`src/rtl/vanilla_exe_bubble_classifier.sv`:
```
// Profiling shadow of the vanilla front end: tags every bubble entering EXE with a
// cause code and the word PC it is blamed on. Purely observational; never feeds the core.
module vanilla_exe_bubble_classifier #(
  parameter int pc_width_p   = 10,
  parameter int data_width_p = 32
) (
  input  logic                    clk_i,
  input  logic                    reset_i,
  input  logic [pc_width_p-1:0]   pc_r,
  input  logic [data_width_p-1:0] id_pc,
  input  logic [data_width_p-1:0] exe_pc,
  input  logic                    flush,
  input  logic                    branch_mispredict,
  input  logic                    jalr_mispredict,
  input  logic                    icache_miss,
  input  logic                    icache_miss_in_pipe,
  input  logic                    stall_all,
  input  logic                    stall_id,
  input  logic                    stall_depend_long_op,
  input  logic                    stall_depend_local_load,
  input  logic                    stall_depend_imul,
  input  logic                    stall_bypass,
  input  logic                    stall_lr_aq,
  input  logic                    stall_fence,
  input  logic                    stall_amo_aq,
  input  logic                    stall_amo_rl,
  input  logic                    stall_fdiv_busy,
  input  logic                    stall_idiv_busy,
  input  logic                    stall_fcsr,
  input  logic                    stall_remote_req,
  input  logic                    stall_remote_credit,
  input  logic                    stall_barrier,
  output logic [4:0]              exe_bubble_type_o,
  output logic [pc_width_p-1:0]   exe_bubble_pc_o
);

  typedef enum logic [4:0] {
    e_exe_no_bubble         = 5'd0,
    e_exe_branch_miss       = 5'd1,
    e_exe_jalr_miss         = 5'd2,
    e_exe_icache_miss       = 5'd3,
    e_exe_depend_long_op    = 5'd4,
    e_exe_depend_local_load = 5'd5,
    e_exe_depend_imul       = 5'd6,
    e_exe_bypass            = 5'd7,
    e_exe_lr_aq             = 5'd8,
    e_exe_fence             = 5'd9,
    e_exe_amo_aq            = 5'd10,
    e_exe_amo_rl            = 5'd11,
    e_exe_fdiv_busy         = 5'd12,
    e_exe_idiv_busy         = 5'd13,
    e_exe_fcsr              = 5'd14,
    e_exe_remote_req        = 5'd15,
    e_exe_remote_credit     = 5'd16,
    e_exe_barrier           = 5'd17,
    e_exe_unknown           = 5'd18
  } exe_bubble_type_e;

  exe_bubble_type_e id_type_r, id_type_n, exe_type_r, exe_type_n;
  exe_bubble_type_e flush_type, stall_type;
  logic [pc_width_p-1:0] id_pc_r, id_pc_n, exe_pc_r, exe_pc_n;
  logic [pc_width_p-1:0] exe_wpc, id_wpc;
  logic                  unused_pc_bits;

  // Byte PCs become word PCs by dropping the byte offset and the bits above the icache tag.
  assign exe_wpc        = exe_pc[pc_width_p+1:2];
  assign id_wpc         = id_pc[pc_width_p+1:2];
  assign unused_pc_bits = ^{exe_pc, id_pc};

  always_comb begin
    if (branch_mispredict)    flush_type = e_exe_branch_miss;
    else if (jalr_mispredict) flush_type = e_exe_jalr_miss;
    else                      flush_type = e_exe_unknown;
  end

  // Earlier causes win; a stall with no recognised cause must still be reported as a bubble.
  always_comb begin
    if      (stall_depend_long_op)    stall_type = e_exe_depend_long_op;
    else if (stall_depend_local_load) stall_type = e_exe_depend_local_load;
    else if (stall_depend_imul)       stall_type = e_exe_depend_imul;
    else if (stall_bypass)            stall_type = e_exe_bypass;
    else if (stall_lr_aq)             stall_type = e_exe_lr_aq;
    else if (stall_fence)             stall_type = e_exe_fence;
    else if (stall_amo_aq)            stall_type = e_exe_amo_aq;
    else if (stall_amo_rl)            stall_type = e_exe_amo_rl;
    else if (stall_fdiv_busy)         stall_type = e_exe_fdiv_busy;
    else if (stall_idiv_busy)         stall_type = e_exe_idiv_busy;
    else if (stall_fcsr)              stall_type = e_exe_fcsr;
    else if (stall_remote_req)        stall_type = e_exe_remote_req;
    else if (stall_remote_credit)     stall_type = e_exe_remote_credit;
    else if (stall_barrier)           stall_type = e_exe_barrier;
    else                              stall_type = e_exe_unknown;
  end

  always_comb begin
    // NOTE: every output gets a hold default first so no path can infer a latch.
    id_type_n  = id_type_r;
    id_pc_n    = id_pc_r;
    exe_type_n = exe_type_r;
    exe_pc_n   = exe_pc_r;

    if (!stall_all) begin
      if (flush) begin
        exe_type_n = flush_type;
        exe_pc_n   = exe_wpc;
      end else if (stall_id) begin
        exe_type_n = stall_type;
        exe_pc_n   = id_wpc;
      end else begin
        exe_type_n = id_type_r;
        exe_pc_n   = id_pc_r;
      end

      // A held ID slot keeps its bubble; an empty one always carries pc 0.
      if (flush) begin
        id_type_n = flush_type;
        id_pc_n   = exe_wpc;
      end else if (!stall_id) begin
        if (icache_miss || icache_miss_in_pipe) begin
          id_type_n = e_exe_icache_miss;
          id_pc_n   = pc_r;
        end else begin
          id_type_n = e_exe_no_bubble;
          id_pc_n   = '0;
        end
      end
    end
  end

  // NOTE: state registers use non-blocking assignments so every slot samples pre-edge values.
  always_ff @(posedge clk_i or negedge reset_i) begin
    if (!reset_i) begin
      id_type_r  <= e_exe_no_bubble;
      id_pc_r    <= '0;
      exe_type_r <= e_exe_no_bubble;
      exe_pc_r   <= '0;
    end else begin
      id_type_r  <= id_type_n;
      id_pc_r    <= id_pc_n;
      exe_type_r <= exe_type_n;
      exe_pc_r   <= exe_pc_n;
    end
  end

  assign exe_bubble_type_o = exe_type_r;
  assign exe_bubble_pc_o   = exe_pc_r;

endmodule

```
`config.mk`:
```
export PLATFORM = sky130hd
export DESIGN_NAME = vanilla_exe_bubble_classifier
export DESIGN_NICKNAME = d
export VERILOG_FILES = /design/src/rtl/vanilla_exe_bubble_classifier.sv
export SDC_FILE = /design/constraint.sdc
export NUM_CORES = 1
export LEC_CHECK = 0
export CELL_PAD_IN_SITES_DETAIL_PLACEMENT = 1
export CELL_PAD_IN_SITES_GLOBAL_PLACEMENT = 1
export CORE_UTILIZATION = 23
export CTS_BUF_LIST = sky130_fd_sc_hd__clkbuf_16
export CTS_CLUSTER_SIZE = 14
export DETAILED_ROUTE_END_ITERATION = 6
export PLACE_DENSITY_LB_ADDON = 0.15
export REMOVE_ABC_BUFFERS = 1
export SYNTH_ARGS = -nofsm -noshare
export SYNTH_HDL_FRONTEND = slang
export SYNTH_SLANG_ARGS = --single-unit
```
`constraint.sdc`:
```
create_clock -name clk_i -period 1 [get_ports clk_i]
set_clock_uncertainty 0.1 [all_clocks]
set_input_delay 0.25 -clock clk_i [delete_from_list [all_inputs] [get_ports clk_i]]
set_output_delay 0.25 -clock clk_i [all_outputs]
set_load 0.01 [all_outputs]
```
==> run summary <==
status -> finished with violations
failing checks -> setup timing
Cell variety after synth -> 31
via/cell ratio -> 4.71
PwrDens -> 1130 nW/um^2
Mapped Avg Cell Area -> 8.66 sq um
Total Routing Usage GR -> 0.165
design area -> 2960 sq um
WL final -> 5610 um
post-synth top area cell -> dfrtp_1
share of layout cells above drive strength 1 -> 0.438
Worst Setup SP -> stall_fdiv_busy
Post-Syn Instances -> 176
root buf cell -> clkbuf_16
Die Y -> 83.4 um
CP arrival -> 1.23 ns
DP Worst Slack -> -0.778 ns
number of port buffers -> 67
H-tree lvl count -> 1
# IOs -> 112
clock-pin slew on the worst setup and hold paths -> 0.07 ns
RSZ-0062 raised after global routing -> yes
Power, Total -> 3.36 mW
CTS tree -> built
CP Max Fanout -> 2
via count -> 1697
Synth Register Bits -> 28
Worst-Skew Late Latency -> 0.26 ns
largest net degree at the start of global routing -> 29
Antenna Nets Post-Route -> 0
remaining global-route overflow -> 0
fin util -> 0.463
worst-margin pin slew -> 0.269 ns
DP Cell Count -> 338
origin of the critical flop-to-flop path -> id_pc_r[3]$_DFFE_PN0P_
hold slack -> 0.238 ns
vias in the first global route -> 1768
number of DRC markers in iteration 0 -> 42
Die Area -> 6960 sq um
Die W -> 83.4 um
kind of critical path -> primary input to flip-flop
period utilization -> 1.15
peak supply drop -> 0.000593 V
mapped cell area -> 1520 sq um
leakage -> 1.37 nW
startpoint types -> primary input
predominant post-synthesis flop cell -> dfrtp_1
drt pass-1 iters -> 4
antenna violations before repair -> 0
Initial Util -> 0.239
Setup violations, final -> 21
commonest non-fill, non-tap cell in the layout -> buf_4
asr flop ratio synth -> 1.00
Synth top area share -> 0.460
Core Area -> 6390 sq um
non-filler cells, final -> 360
GPL Wtd Cong -> 0.732
Slew Limit Headroom -> 0.818
Post-synth EDFFs -> 0
ranking of synthesized cells by area -> dfrtp_1 46%, o21ai_1 7.6%, mux2i_1 7.2%, nand2_1 6.7%, a21oi_1 5.3%
Fin. Hold Viols -> 0
register area share after synthesis -> 0.460
Worst setup EP type -> flip-flop
first-pass GRT wire length -> 9160 um
site row count -> 29
final slew viol count -> 0
post-route minimum period -> 1.15 ns
dpl cell area -> 2510 sq um
setup TNS -> -2.29 ns
post-route DRC violation count -> 0
ANT cells -> 0
final net count -> 381
Layout area overhead -> 94.0%
Max-Cap Viols -> 0
Routed WL per cell -> 15.6 um
max frequency -> 872 MHz
Yosys warning count -> 0
worst path required time -> 1.09 ns
CTS sink cnt -> 28
Final WS setup -> -0.147 ns
most frequent cells in the layout -> 31 x buf_4, 28 x dfrtp_1, 25 x nand2_1
TritonCTS Buffers -> 3
worst min path class -> primary input to asynchronous set/reset pin
Post-DP HPWL -> 3720 um
CTS Buffer Depth -> 2
power by group:
part	switching, mW	internal (mW)
registers	0.0787	1.26
logic	0.473	0.611
clock network	0.392	0.537
total	0.943	2.41
layer usage:
metal | routed length, um | vias up | part of all wire | GRT usage
met4 | 28 | 0 | 0.0050 | 0.0329
met3 | 180 | 4 | 0.032 | 0.0199
met5 | 0 | - | 0 | 0
met2 | 2780 | 45 | 0.50 | 0.268
li1 | - | 842 | - | -
met1 | 2620 | 806 | 0.47 | 0.237
cells in the mapped netlist (2+ instances only):
cell type and count:
a211oi_1 2, a21oi_1 16, a22oi_1 10, buf_2 7
clkbuf_1 4, dfrtp_1 28, inv_1 4, mux2i_1 11
nand2_1 27, nand2b_1 2, nor2_1 18, nor2b_1 3
o21ai_0 2, o21ai_1 23, o31ai_1 2, o41ai_1 2
flip-flops by register name, summed over array words and instances (netlist names):
register,count
id_pc_r,10
exe_bubble_pc_o,10
exe_bubble_type_o,5
id_type_r,3
cell type report:
type | instances | area (sq um)
clock buffers | 3 | 75.1
well taps | 77 | 96.3
fillers | 725 | 3430
inverters | 5 | 18.8
repair buffers | 115 | 1090
flip-flops and latches | 28 | 701
clock inverters | 1 | 3.75
multi-input cells | 131 | 976
what timing repair did:
| item | CTS | global route |
|---|---|---|
| setup endpoints to repair | 43 | 43 |
| hold buffers | 0 | 0 |
| gates cloned | 3 | 2 |
| setup buffers | 5 | 9 |
| gates resized for setup | 177 | 39 |
| pin swaps | 20 | 27 |
worst max-delay path, stage by stage:
cell and delay (ns):
buf_6 0.09, or4_4 0.56, nor2b_4 0.14, nand2b_1 0.06
a21oi_1 0.12
final timing paths:
kind                                                     to  slack [ns]  cells past startpoint
max in group asynchronous    exe_bubble_pc_o[8]$_DFFE_PN0N_        0.40                      2
hold / removal               exe_bubble_pc_o[7]$_DFFE_PN0N_        0.24                      2
setup / recovery           exe_bubble_type_o[4]$_DFFE_PN0N_       -0.15                      5
min in group clk_i                 id_type_r[4]$_DFFE_PN0P_        0.25                      3
setup reg to reg             exe_bubble_pc_o[3]$_DFFE_PN0N_           0                      4
hold reg to reg                    id_type_r[4]$_DFFE_PN0P_        0.39                      2
logic make-up (layout without fill, tap and decap cells):
group,Yosys count,in the layout,synth area share
compound gates,64,64,0.255
buf+inv,17,124,0.0501
flops,28,28,0.460
mux,11,11,0.0723
simple gates,56,56,0.163
(Power assumes the default switching activity.)
